==> src/rtl/arinc429_pkg.sv <==
// ------------------------------------------------------------------
// arinc429_pkg : shared state encoding and word-size constant
// Rev 1.0
// ------------------------------------------------------------------
`default_nettype none

package arinc429_pkg;

  localparam int ARINC_WORD_BITS = 32;

  typedef enum logic [1:0] {
    WAIT_GAP = 2'd0,
    ARMED    = 2'd1,
    PULSE    = 2'd2,
    NULL     = 2'd3
  } rx_state_t;

endpackage

`default_nettype wire

==> src/rtl/arinc_line_sync.sv <==
// ------------------------------------------------------------------
// arinc_line_sync : 2-flop synchronizer for one asynchronous RZ line
// Rev 1.0
// ------------------------------------------------------------------
`default_nettype none

module arinc_line_sync (
  input  logic clock,
  input  logic reset,
  input  logic din,
  output logic dout
);

  logic meta;

  always_ff @(posedge clock or posedge reset) begin
    if (reset) begin
      meta <= 1'b0;
      dout <= 1'b0;
    end else begin
      meta <= din;
      dout <= meta;
    end
  end

endmodule

`default_nettype wire

==> src/rtl/arinc429_rx_framer.sv <==
// ------------------------------------------------------------------
// arinc429_rx_framer : ARINC 429 RZ receiver, frames 32-bit words to RAM
// Option macro: ARINC429_PARITY_CHECK_EN (odd-parity word check).  Rev 1.0
// ------------------------------------------------------------------
`default_nettype none

module arinc429_rx_framer
  import arinc429_pkg::*;
#(
  parameter int GAP_CYCLES = 48,
  parameter int MIN_PULSE  = 4
) (
  input  logic                       clock,
  input  logic                       reset,
  input  logic                       line_A,
  input  logic                       line_B,
  output logic [ARINC_WORD_BITS-1:0] data,
  output logic [3:0]                 wraddress,
  output logic                       wren,
  output logic                       parity_err,
  output logic                       frame_err,
  output logic                       line_err
);

  localparam int NW = $clog2(GAP_CYCLES + 1);
  localparam int PW = $clog2(MIN_PULSE + 1);
  localparam int BW = $clog2(ARINC_WORD_BITS);
  localparam logic [NW-1:0] GAP_MAX  = NW'(GAP_CYCLES);
  localparam logic [NW-1:0] GAP_LAST = NW'(GAP_CYCLES - 1);
  localparam logic [PW-1:0] PULSE_MIN = PW'(MIN_PULSE);
  localparam logic [BW-1:0] LAST_BIT  = BW'(ARINC_WORD_BITS - 1);

  logic                       a_s, b_s;
  logic                       any_hi, both_hi, both_d;
  logic                       gap_hit, pulse_ok, parity_ok;
  rx_state_t                  state, state_nxt;
  logic [NW-1:0]              null_cnt;
  logic [PW-1:0]              pulse_cnt;
  logic [BW-1:0]              bit_cnt;
  logic                       pulse_bit;
  logic [ARINC_WORD_BITS-1:0] data_sr;
  logic                       word_done;
  logic                       store_bit, word_evt, frame_evt, line_evt;

  arinc_line_sync u_sync_a (.clock(clock), .reset(reset), .din(line_A), .dout(a_s));
  arinc_line_sync u_sync_b (.clock(clock), .reset(reset), .din(line_B), .dout(b_s));

  assign any_hi   = a_s | b_s;
  assign both_hi  = a_s & b_s;
  // the current null clock is the GAP_CYCLES-th one
  assign gap_hit  = !any_hi && (null_cnt >= GAP_LAST);
  assign pulse_ok = (pulse_cnt >= PULSE_MIN);

  always_ff @(posedge clock or posedge reset) begin
    if (reset) state <= WAIT_GAP;
    else       state <= state_nxt;
  end

  always_comb begin
    state_nxt = state;
    if (both_hi) begin
      state_nxt = WAIT_GAP;
    end else begin
      case (state)
        WAIT_GAP: if (gap_hit) state_nxt = ARMED;
        ARMED:    if (any_hi)  state_nxt = PULSE;
        PULSE: begin
          if (!any_hi)
            state_nxt = (pulse_ok && bit_cnt == LAST_BIT) ? WAIT_GAP : NULL;
        end
        NULL: begin
          if (any_hi)       state_nxt = PULSE;
          else if (gap_hit) state_nxt = ARMED;
        end
        default: state_nxt = WAIT_GAP;
      endcase
    end
  end

  // a lasting A/B overlap reports once, on its first clock
  always_comb begin
    line_evt  = both_hi & ~both_d;
    store_bit = 1'b0;
    word_evt  = 1'b0;
    frame_evt = 1'b0;
    if (!both_hi) begin
      case (state)
        PULSE: begin
          if (!any_hi && pulse_ok) begin
            store_bit = 1'b1;
            word_evt  = (bit_cnt == LAST_BIT);
          end
        end
        NULL:    frame_evt = gap_hit && (bit_cnt != '0);
        default: ;
      endcase
    end
  end

  always_ff @(posedge clock or posedge reset) begin
    if (reset) begin
      null_cnt  <= '0;
      pulse_cnt <= '0;
      bit_cnt   <= '0;
      pulse_bit <= 1'b0;
      data_sr   <= '0;
      word_done <= 1'b0;
      both_d    <= 1'b0;
    end else begin
      both_d    <= both_hi;
      word_done <= word_evt;

      if (any_hi)                 null_cnt <= '0;
      else if (state == PULSE)    null_cnt <= NW'(1);
      else if (state_nxt != state) null_cnt <= '0;
      else if (null_cnt != GAP_MAX) null_cnt <= null_cnt + 1'b1;

      if (!any_hi)                    pulse_cnt <= '0;
      else if (state != PULSE)        pulse_cnt <= PW'(1);
      else if (pulse_cnt != PULSE_MIN) pulse_cnt <= pulse_cnt + 1'b1;

      if (state != PULSE && any_hi) pulse_bit <= a_s;

      if (state_nxt == ARMED || state_nxt == WAIT_GAP) bit_cnt <= '0;
      else if (store_bit)                              bit_cnt <= bit_cnt + 1'b1;

      if (store_bit) data_sr[bit_cnt] <= pulse_bit;
    end
  end

`ifdef ARINC429_PARITY_CHECK_EN
  assign parity_ok = ^data_sr;

  always_ff @(posedge clock or posedge reset) begin
    if (reset) parity_err <= 1'b0;
    else       parity_err <= word_done & ~parity_ok;
  end
`else
  assign parity_ok  = 1'b1;
  assign parity_err = 1'b0;
`endif

  always_ff @(posedge clock or posedge reset) begin
    if (reset) begin
      data      <= '0;
      wraddress <= '0;
      wren      <= 1'b0;
      frame_err <= 1'b0;
      line_err  <= 1'b0;
    end else begin
      wren      <= word_done & parity_ok;
      frame_err <= frame_evt;
      line_err  <= line_evt;
      if (word_done && parity_ok) data <= data_sr;
      if (wren) wraddress <= wraddress + 1'b1;
    end
  end

endmodule

`default_nettype wire

==> config.mk <==
export PLATFORM = sky130hd
export DESIGN_NAME = arinc429_rx_framer
export DESIGN_NICKNAME = d
export VERILOG_FILES = /design/src/rtl/arinc429_pkg.sv /design/src/rtl/arinc_line_sync.sv /design/src/rtl/arinc429_rx_framer.sv
export SDC_FILE = /design/constraint.sdc
export NUM_CORES = 1
export LEC_CHECK = 0
export BUFFER_PORTS_ARGS = -buffer_cell sky130_fd_sc_hd__buf_4
export CAP_MARGIN = 15
export CORE_MARGIN = 10
export CORE_UTILIZATION = 58
export CTS_CLUSTER_DIAMETER = 80
export DETAILED_ROUTE_END_ITERATION = 16
export GPL_TIMING_DRIVEN = 0
export HOLD_SLACK_MARGIN = 0.02
export PLACE_DENSITY = 0.75
export SETUP_SLACK_MARGIN = 0.2
export SLEW_MARGIN = 20
export SYNTH_ARGS = -nofsm -noshare
export SYNTH_HDL_FRONTEND = slang
export SYNTH_HIERARCHICAL = 1
export SYNTH_SLANG_ARGS = --single-unit
==> constraint.sdc <==
create_clock -name clock -period 2.63 [get_ports clock]
set_input_delay 0 -clock clock [delete_from_list [all_inputs] [get_ports clock]]
set_output_delay 0 -clock clock [all_outputs]
set_load 0.02 [all_outputs]
* Word level (Yosys, flattened, before mapping) *
Index checks and enable logic that the tools add are counted.

word-level totals
  flip-flop bits (word level) = 94
  output and inout bits = 40
  input bits = 4

cells by class
  multiplexer cells = 27
  eq/ne operators = 10
  reduce and logical (&&, ||, !) cells = 13
  bitwise logic cells = 4
  $lt $le $gt $ge = 4
  $add $sub $neg = 4

operators by type and width
  operator               number
  $bwmux W32             1
  $mux W6                4
  $mux W2                6
  $mux W5                2
  $mux W1                9
  $mux W3                3
  $pmux W2 S4            1
  $add A6 B1 Y6 const B  1
  $ge A6 B6 Y1 const B   1
  $logic_and A1 B1 Y1    6
  $lt A5 B6 Y1 const B   1
  $ne A6 B6 Y1 const B   1
  $add A5 B1 Y5 const B  1
  $demux W1 S5           1
  $eq A5 B5 Y1 const B   1
  $ge A5 B1 Y1 const B   1
  $reduce_bool A5 Y1     1
  $add A4 B1 Y4 const B  1
  $eq A2 B1 Y1 const B   2
  $eq A2 B2 Y1 const B   2
  $logic_not A2 Y1       2
  $reduce_bool A4 Y1     1
  $add A3 B1 Y3 const B  1
  $ge A3 B3 Y1 const B   1
  other kinds (10)       11

* Longest topological paths before layout *
Gate-level depths: netlist (run 1).

  depth in word-level cells = 11
  depth in mapped cells = 7
  gate-level depth less buffers = 7

* Modules after synthesis *
Netlist (run 1), hierarchy kept.

by module, submodules not included
  module              cells each  times used  area an instance (um2)
  arinc429_rx_framer  314         1           3921.3
  arinc_line_sync     3           2           53.8

* Least setup slack after synthesis (run 1) *
Ideal clock, no wire load.

  path type = reg-to-reg
  from = register bit_cnt[0]
  to = register bit_cnt[0]
  slack = 1029 ps
  cell stages (with the launch flop) = 8
  path buffers = 0
  arrival = 1529 ps
  setup time = 72 ps
  path through = dfrtp_1 ha_1 and3_1 ha_1 a21o_1 a211oi_1 a21oi_1 nor2_1

between the ends
  word-level cells in the longest chain between the ends = 9
  elaborated cells between the ends (all ways) = 13
  those cells by class = add/sub: 1; eq/ne: 2; mux: 6; reduce/logical: 4

RTL lines
  what                                                     RTL line                   source
  start: declaration                                       arinc429_rx_framer.sv:39   logic [BW-1:0] bit_cnt;
  start signal: assignment                                 arinc429_rx_framer.sv:125  else if (store_bit) bit_cnt <= bit_cnt + 1'b1;
  $eq A5 B5 Y1                                             arinc429_rx_framer.sv:69   state_nxt = (pulse_ok && bit_cnt == LAST_BIT) ? WAIT_GAP : NULL;
  $logic_and A1 B1 Y1                                      arinc429_rx_framer.sv:69
  $mux W2                                                  arinc429_rx_framer.sv:69
  $mux W2                                                  arinc429_rx_framer.sv:68   if (!any_hi)
  $pmux W2 S4                                              arinc429_rx_framer.sv:64   case (state)
  $mux W2                                                  arinc429_rx_framer.sv:61   if (both_hi) begin
  $eq A2 B1 Y1 / $logic_not A2 Y1 (equally long branches)  arinc429_rx_framer.sv:124  if (state_nxt == ARMED || state_nxt == WAIT_GAP) bit_cnt <= '0;
  $logic_or A1 B1 Y1                                       arinc429_rx_framer.sv:124
  $mux W5 / $reduce_bool A2 Y1 (equally long branches)     n/a

Parallel ways exist; a longest one is shown, timed or not. The select of a mux whose other input is x is not followed.
A chain may end at the register's enable or synchronous reset.

* Worst setup path after layout (run 1) *
  from = register bit_cnt[2]
  to = register bit_cnt[4]

Same word-level chain as after synthesis.

==> impl_metrics.ini, run 1 <==
[routing]
drc_errors = 0
vias = 2491
routed_wirelength_mm = 7.38
dr.pass1.iters = 4
viasPerCell = 5.39
drtIter0Drc = 86
routedWlPerCell_um = 16.0
postRouteAntennaNets = 0

[die]
io_pins = 44
die_w_um = 103
initial_core_util = 0.596
coreArea_um2 = 6760
fp-row-count = 30
dieHeight_um = 103
die_area_um2 = 10700

[final_layout]
nFillCells = 509
syn_to_final_growth_pct = 16.8
design_area_um2 = 4700
final_nets = 391
stdcell_count = 462
drive_gt1_frac = 0.353
n_antenna_cell = 0

[grt]
grtUsageMet3 = 0.0505
track_usage = 0.151
grt_max_degree = 48
grtUsageMet2 = 0.240
grt_pass1_vias = 2615
grt_antenna_before_repair = 0
grt_pass1_wl_mm = 12.6
busiest_layer = met2
grtUsageMet1 = 0.188
gr-total-overflow = 0

[timing]
timing.final.crit_share = 0.779
finalSetupViolCount = 0
slew_violations = 0
grt_setup_unrepaired = false
setup_slack_ns = 0.582
fmax_ghz = 0.488
tightest_slew_ns = 0.600
fin_crit_ns = 2.05
slew-limit-headroom = 0.600
fin_worst_skew_ns = 0.00706
hold_violations = 0

[clock_network]
ctsResizeCount = 0
cts_setup_buffers = 0
worstSkewPairLatency_ns = 0.35
hold_buffers = 3
root_buffer = clkbuf_8
cts_made_buffers = 9
path_clk_slew_ns = 0.09
cts_tree = built
clock_path_buffers = 2
htreeDepth = 3
cts_sinks = 94

[synth]
yosysUniqueCellTypes = 36
yosysSeqAreaShare = 0.584
synth_top_area_frac = 0.584
yosysTopAreaCell = dfrtp_1
yosysMostFrequentCell = dfrtp_1
synth-seq-cells = 94
async_flop_share = 1.00
synth_fp_nets = 334
netlist_area_um2 = 4030
synthCells = 320
yosysWarnings = 6
synth_edf_count = 0
synth.area.top_cells = dfrtp_1, mux2_2, nand2_1
yosys-top-cells-count = dfrtp_1, mux2_2, nand2_1
avgSynthCellArea_um2 = 12.6
ys.flop_type = dfrtp_1

[power_and_ir_drop]
pwr-share-clk = 0.382
ir_drop_v = 0.000416
swShare = 0.219
p_comb_frac = 0.031
p_seq_frac = 0.587
power_density_nw_per_um2 = 528
internal_power_mw = 1.94
leakagePower_nw = 2.43
switchingPower_mw = 0.544

[hold_path]
min_path_type = input pin to async pin

[worst_setup_path]
cp.required_ns = 2.85
crit_path_end_kind = register
timing.rr.end = bit_cnt[4]
r2r_slack_ns = 0.58
worstRegToRegCells = 7
path_max_fanout = 10
crit_type = register to register
r2r-start = bit_cnt[2]
critPathArrivalTime_ns = 2.26
start_kind = register

[placement]
dpl.cell_count = 443
dp_slack_ns = 0.597
place_congestion = 0.787
dpl.hpwl_mm = 5.03
post_dp_cell_area_um2 = 4470
port_buffers = 42

[run]
maxCapViolCount = 0

[run_status]
status = finished clean
-- worst max path at each step --
stage / to / startpoint / cells past startpoint / slack [ns]
after floorplan: bit_cnt[0] / reset / 1 / 0.29
after global placement: data[23] / reset / 2 / -0.75
after detailed placement: bit_cnt[4] / bit_cnt[2] / 7 / 0.60
after CTS: bit_cnt[4] / bit_cnt[2] / 7 / 0.58
after global routing: bit_cnt[3] / bit_cnt[2] / 7 / 0.43
final: bit_cnt[4] / bit_cnt[2] / 7 / 0.58
-- cells by family after synthesis --
| family | count (synthesis) | share of synthesized area |
|---|---|---|
| buffers and inverters | 26 | 0.0311 |
| AO/OA/AOI/OAI | 15 | 0.0245 |
| adder cells (fa/ha/maj) | 10 | 0.0311 |
| multiplexers | 67 | 0.187 |
| flip-flops | 94 | 0.584 |
| AND/OR/NAND/NOR | 96 | 0.118 |
| XOR/XNOR | 11 | 0.0239 |
| other | 1 | 0.000931 |
-- worst max-delay path, cell delays in order (launching register included) --
cell      delay (ns)
dfrtp_1         0.35
clkbuf_1        0.35
and3_1          0.23
ha_1            0.20
a21o_1          0.13
a211oi_1        0.06
a21oi_1         0.47
nor2_1          0.11
-- flip-flops by register name, summed over array words and instances (netlist names) --
register and flops:
bit_cnt 5, both_d 1, data 32, data_sr 32, frame_err 1, line_err 1
null_cnt 6, pulse_bit 1, pulse_cnt 3, state 2, u_sync_a/dout 1, u_sync_a/meta 1
u_sync_b/dout 1, u_sync_b/meta 1, word_done 1, wraddress 4, wren 1
-- metrics by stage --
stage,TNS [ns],hold WS (ns),utilization,power [mW]
3_5_place_dp,0,-0.108,0.662,1.56
4_1_cts,0,0.0497,0.696,2.51
2_1_floorplan,0,-0.259,-,1.53
6_report,0,0.0864,0.696,2.48
5_1_grt,0,0.0805,0.696,2.58
3_3_place_gp,-66.78,-0.127,0.658,1.56
-- area by class of cell --
cell class              count  area (um^2)  area share
multi-input cells         200         1550       0.330
repair buffers             46          373      0.0793
flip-flops and latches     94         2350       0.500
well taps                  80          100      0.0213
clock buffers              11          141      0.0301
clock inverters             5         58.8      0.0125
plain buffers              14         80.1      0.0170
inverters                  12         47.5      0.0101
-- power groups by stage --
stage / logic (mW) / clock network, mW / registers [mW]
global placement: 0.0686 / 0 / 1.49
finish: 0.0770 / 0.950 / 1.46
detailed placement: 0.0759 / 0 / 1.49
CTS: 0.0795 / 0.977 / 1.46
floorplan: 0.0485 / 0 / 1.49
global route: 0.0869 / 1.04 / 1.46
-- cells in the final DEF (no fill, tap or decap), types with 3 or more instances in the layout --
| cell type | count |
|---|---|
| a21oi_1 | 6 |
| and3_1 | 3 |
| buf_1 | 3 |
| buf_4 | 45 |
| clkbuf_1 | 6 |
| clkbuf_8 | 10 |
| dfrtp_1 | 94 |
| dlygate4sd3_1 | 3 |
| ha_1 | 10 |
| inv_1 | 11 |
| mux2_2 | 63 |
| nand2_1 | 50 |
| nand3_1 | 5 |
| nor2_1 | 17 |
| nor3_1 | 4 |
| nor3_4 | 4 |
| nor3b_1 | 3 |
| xnor2_1 | 7 |
| xor2_1 | 4 |
-- layer usage --
layer	part of all wire	routed length [um]
met1	0.45	3310
met2	0.49	3580
met3	0.052	387
met4	0.014	100
met5	0	0
Note: power is estimated with default switching activity, not from simulation.
==> run 2, diff against run 1 <==
Clock period 2.63 ns to 2 ns, I/O delays scaled along.
==> run 2 against run 1 <==
  * Final cell count grew 2.2%
  * Register-to-register slack worse by 0.35 ns
  * First-iteration DRC count fell by 20%
  * Largest cell class unchanged
  * Largest power group unchanged
==> impl_metrics.ini, run 2 (same netlist as run 1, synthesis figures left out) <==
[routing]
viasPerCell = 5.39
vias = 2546
routed_wirelength_mm = 7.56
drtIter0Drc = 69
drc_errors = 0
dr.pass1.iters = 4
postRouteAntennaNets = 0
routedWlPerCell_um = 16.0

[timing]
timing.final.crit_share = 0.882
fmax_ghz = 0.567
fin_worst_skew_ns = 0.00902
hold_violations = 0
hold_ws_ns = 0.0841
finalSetupViolCount = 0
fin_crit_ns = 1.76
slew-limit-headroom = 0.579
tightest_slew_ns = 0.625
slew_violations = 0
grt_setup_unrepaired = true
setup_tns_ns = 0

[worst_setup_path]
crit_path_end_kind = register
critPathArrivalTime_ns = 2.05
worstRegToRegCells = 7
path_max_fanout = 6
path_cells = ha_2, and3_1, ha_1, a21o_1, a211oi_2, a21oi_4, nor2_1
crit_type = register to register
max_stage_delay_ns = 0.44
start_kind = register
cp.required_ns = 2.28
crit_slowest_cell = dfrtp_1

[final_layout]
n_antenna_cell = 0
syn_to_final_growth_pct = 19.8
reg_top3 = data x32, data_sr x32, null_cnt x6
final_core_util = 0.715
stdcell_count = 472
mostFrequentLayoutCells = dfrtp_1, mux2_2, buf_4
final_nets = 402
drive_gt1_frac = 0.388
nFillCells = 491
layout_commonest_cell = dfrtp_1

[power_and_ir_drop]
pwr-share-clk = 0.374
internal_power_mw = 2.52
p_seq_frac = 0.594
power_density_nw_per_um2 = 668
swShare = 0.220
leakagePower_nw = 2.50
power.total_mw = 3.23
ir_drop_v = 0.000577
switchingPower_mw = 0.709
p_comb_frac = 0.032

[die]
coreArea_um2 = 6760
initial_core_util = 0.596
fp-row-count = 30
die_area_um2 = 10700
io_pins = 44
dieHeight_um = 103
die_w_um = 103

[clock_network]
root_buffer = clkbuf_8
clock_path_buffers = 2
cts_tree = built
htreeDepth = 3
worstSkewPairLatency_ns = 0.35
path_clk_slew_ns = 0.09
cts_sinks = 94
cts_made_buffers = 9

[placement]
dpl.hpwl_mm = 5.18
dpl.cell_count = 444
place_congestion = 0.790
port_buffers = 42

[grt]
grt_max_degree = 34
grt_antenna_before_repair = 0
gr-total-overflow = 0
grt_pass1_wl_mm = 12.4
grt_pass1_vias = 2674
track_usage = 0.150

[run]
maxCapViolCount = 0

[hold_path]
min_path_type = input pin to async pin

[run_status]
status = finished clean
-- run 2: changes by cell type in the layout (fill, tap and decap cells not counted), sizes merged --
cell	change
buf	+12
clkbuf	-2
-- run 2: final cells by class --
class	instances	area [um^2]	share of cell area
Multi-Input combinational cell	200	1590	0.328
Timing Repair Buffer	57	473	0.0980
Tap cell	80	100	0.0207
Clock inverter	5	60.1	0.0124
Sequential cell	94	2350	0.487
Clock buffer	10	128	0.0264
Inverter	12	48.8	0.0101
Buffer	14	81.3	0.0168
-- run 2: worst max-delay path, delay by kind of cell, from the launching register on --
kind | cells | cell delay, ns
fa+ha+maj | 2 | 0.42
simple gates | 2 | 0.26
flops | 1 | 0.44
compound gates | 3 | 0.57
-- run 2: what timing repair did --
item	CTS	global route
pin swaps	1	4
hold buffers	3	0
cloned	0	0
setup endpoints to repair	8	19
setup buffers	3	7
gates resized for setup	2	7
hold endpoints to repair	31	0
-- run 2: metrics by stage --
stage                     cell area (um^2)  worst slack [ns]
final                                 4830             0.236
after floorplan                       4030             0.399
after global placement                4450            0.0364
after global routing                  4830             0.155
after detailed placement              4490            0.0168
after CTS                             4730             0.226
-- run 2: layer usage --
metal / track usage / vias to the layer above / wire length, um / part of all wire
met5: 0 / - / 0 / 0
met4: 0.0578 / 0 / 128 / 0.017
met1: 0.173 / 1287 / 3250 / 0.43
met3: 0.0425 / 10 / 355 / 0.047
li1: - / 1208 / - / -
met2: 0.257 / 41 / 3830 / 0.51
-- run 2: final timing paths --
path,startpoint,end,slack (ns)
max in group asynchronous,reset,data_sr[26],1.15
min in group clock,line_B,u_sync_b/meta,0.30
worst max-delay path,bit_cnt[1],bit_cnt[2],0.24
worst min-delay path,reset,u_sync_a/dout,0.08
worst min register to register,u_sync_b/meta,u_sync_b/dout,0.36
worst max register to register,bit_cnt[1],bit_cnt[2],0.24
-- run 2: power groups by stage --
stage          Combinational, mW  Sequential (mW)  Clock (mW)
6_report                   0.105             1.92        1.21
5_1_grt                    0.118             1.92        1.32
4_1_cts                    0.107             1.92        1.23
3_5_place_dp               0.102             1.96           0
3_3_place_gp              0.0910             1.95           0
2_1_floorplan             0.0642             1.95           0
==> run 3, diff against run 2 <==
Settings changed: CELL_PAD_IN_SITES_DETAIL_PLACEMENT set to 2, CELL_PAD_IN_SITES_GLOBAL_PLACEMENT set to 2, CORE_UTILIZATION 58 to 40, CTS_CLUSTER_DIAMETER 80 to not set, MAX_ROUTING_LAYER set to met4.
==> run 3 against run 2 <==
  * Total power grew 4.8%
  * Maximum frequency shrank 0.84%
  * Hold slack lost 0.040 ns
  * Final cell count grew 12%
  * Core utilization shrank 21 points
  * Sequential cell count is the same
  * Sequential power is essentially flat
  * Clock skew shrank 0.0025 ns
  * Combinational power grew 9.5%
  * Sequential share of layout area shrank 1.3 points
==> impl_metrics.ini, run 3 (same netlist as run 1, synthesis figures left out) <==
[placement]
port_buffers = 42
place_congestion = 0.779
dpl.hpwl_mm = 6.78
post_dp_cell_area_um2 = 4580

[routing]
vias = 2649
viasPerCell = 5.03
postRouteAntennaNets = 0
drc_errors = 0
routedWlPerCell_um = 19.1
dr.pass1.iters = 4
routed_wirelength_mm = 10.1
drtIter0Drc = 110

[final_layout]
drive_gt1_frac = 0.411
final_core_util = 0.508
multi_input_area_um2 = 1600
syn_to_final_growth_pct = 23.2
n_antenna_cell = 0
nFillCells = 984
mostFrequentLayoutCells = dfrtp_1, mux2_2, buf_4
design_area_um2 = 4960
final_nets = 403
reg_top3 = data x32, data_sr x32, null_cnt x6
regArea_um2 = 2350
layout_commonest_cell = dfrtp_1

[power_and_ir_drop]
swShare = 0.233
power_density_nw_per_um2 = 682
p_comb_frac = 0.034
switchingPower_mw = 0.788
p_seq_frac = 0.567
power.total_mw = 3.38
ir_drop_v = 0.000370
internal_power_mw = 2.59
pwr-share-clk = 0.399
leakagePower_nw = 2.53

[timing]
setup_tns_ns = 0
fin_crit_ns = 1.78
fin_worst_skew_ns = 0.00651
hold_violations = 0
grt_setup_unrepaired = true
slew_violations = 0
fmax_ghz = 0.562
finalSetupViolCount = 0
slew-limit-headroom = 0.549
timing.final.crit_share = 0.889
tightest_slew_ns = 0.670

[die]
die_w_um = 120
dieHeight_um = 120
fp-row-count = 36
die_area_um2 = 14500
initial_core_util = 0.412
coreArea_um2 = 9770
io_pins = 44

[clock_network]
clock_path_buffers = 2
path_clk_slew_ns = 0.09
htreeDepth = 3
root_buffer = clkbuf_8
cts_sinks = 94
cts_tree = built
cts_made_buffers = 9
worstSkewPairLatency_ns = 0.38

[worst_setup_path]
crit_type = register to register
path_cells = ha_2, and3_1, ha_1, a21o_1, a211oi_2, a21oi_4, nor2_1
start_kind = register
critPathArrivalTime_ns = 2.09
crit_path_end_kind = register
max_stage_delay_ns = 0.45
path_max_fanout = 6
cp.required_ns = 2.32
crit_slowest_cell = dfrtp_1

[grt]
grt_antenna_before_repair = 0
grt_pass1_wl_mm = 16.4
grt_max_degree = 32
grt_pass1_vias = 3052
track_usage = 0.148
gr-total-overflow = 0

[hold_path]
min_path_type = input pin to async pin

[run]
maxCapViolCount = 0

[run_status]
status = finished clean
-- run 3: power by group through the flow --
stage               sequential [mW]  combinational [mW]  clock [mW]
floorplan                      1.95              0.0642           0
global route                   1.92               0.132        1.46
detailed placement             1.96               0.114           0
CTS                            1.92               0.119        1.38
global placement               1.96              0.0954           0
finish                         1.92               0.115        1.35
-- run 3: path summary, 6_finish.rpt --
check	startpoint	to	slack, ns	depth (start not counted)
min in group clock	line_A	u_sync_a/meta	0.27	2
worst max register to register	bit_cnt[0]	bit_cnt[3]	0.22	7
worst max-delay path	bit_cnt[0]	bit_cnt[3]	0.22	7
max in group asynchronous	reset	bit_cnt[1]	1.30	4
worst min register to register	u_sync_a/meta	u_sync_a/dout	0.36	0
worst min-delay path	reset	u_sync_a/dout	0.04	3
-- run 3: metal layers --
| layer | vias up | track usage | part of all wire |
|---|---|---|---|
| met3 | 10 | 0.0265 | 0.031 |
| li1 | 1212 | - | - |
| met5 | - | - | 0 |
| met1 | 1392 | 0.163 | 0.42 |
| met4 | 0 | 0.0656 | 0.017 |
| met2 | 35 | 0.256 | 0.54 |
-- run 3: through the flow --
stage / cells / hold WS, ns / worst slack [ns]
after floorplan: 320 / -0.259 / 0.399
after global placement: 495 / -0.112 / 0.00601
after detailed placement: 498 / -0.108 / -0.0703
after CTS: 524 / 0.0319 / 0.220
after global routing: 527 / 0.0568 / 0.117
final: 527 / 0.0443 / 0.221
-- run 3: final cells by class --
| class | count | area share |
|---|---|---|
| buffer | 14 | 0.0169 |
| inverter | 12 | 0.00983 |
| multi-input combinational | 200 | 0.322 |
| sequential | 94 | 0.475 |
| tap | 133 | 0.0335 |
| clock buffer | 11 | 0.0305 |
| clock inverter | 5 | 0.0113 |
| timing repair buffer | 58 | 0.101 |
-- run 3: critical path, delay by kind of cell (launching register included) --
| kind | cells | cell delay [ns] |
|---|---|---|
| AO/OA/AOI/OAI | 3 | 0.55 |
| AND/OR/NAND/NOR | 2 | 0.27 |
| flip-flops | 1 | 0.45 |
| adder cells (fa/ha/maj) | 2 | 0.43 |
-- run 3: repair_timing --
item | 4_1_cts | 5_1_grt
gates cloned | 0 | 0
hold buffers | 3 | 0
resized for setup | 4 | 15
setup buffers | 7 | 3
endpoints found under the setup margin | 26 | 22
hold endpoints to repair | 96 | 0
pin swaps | 4 | 5
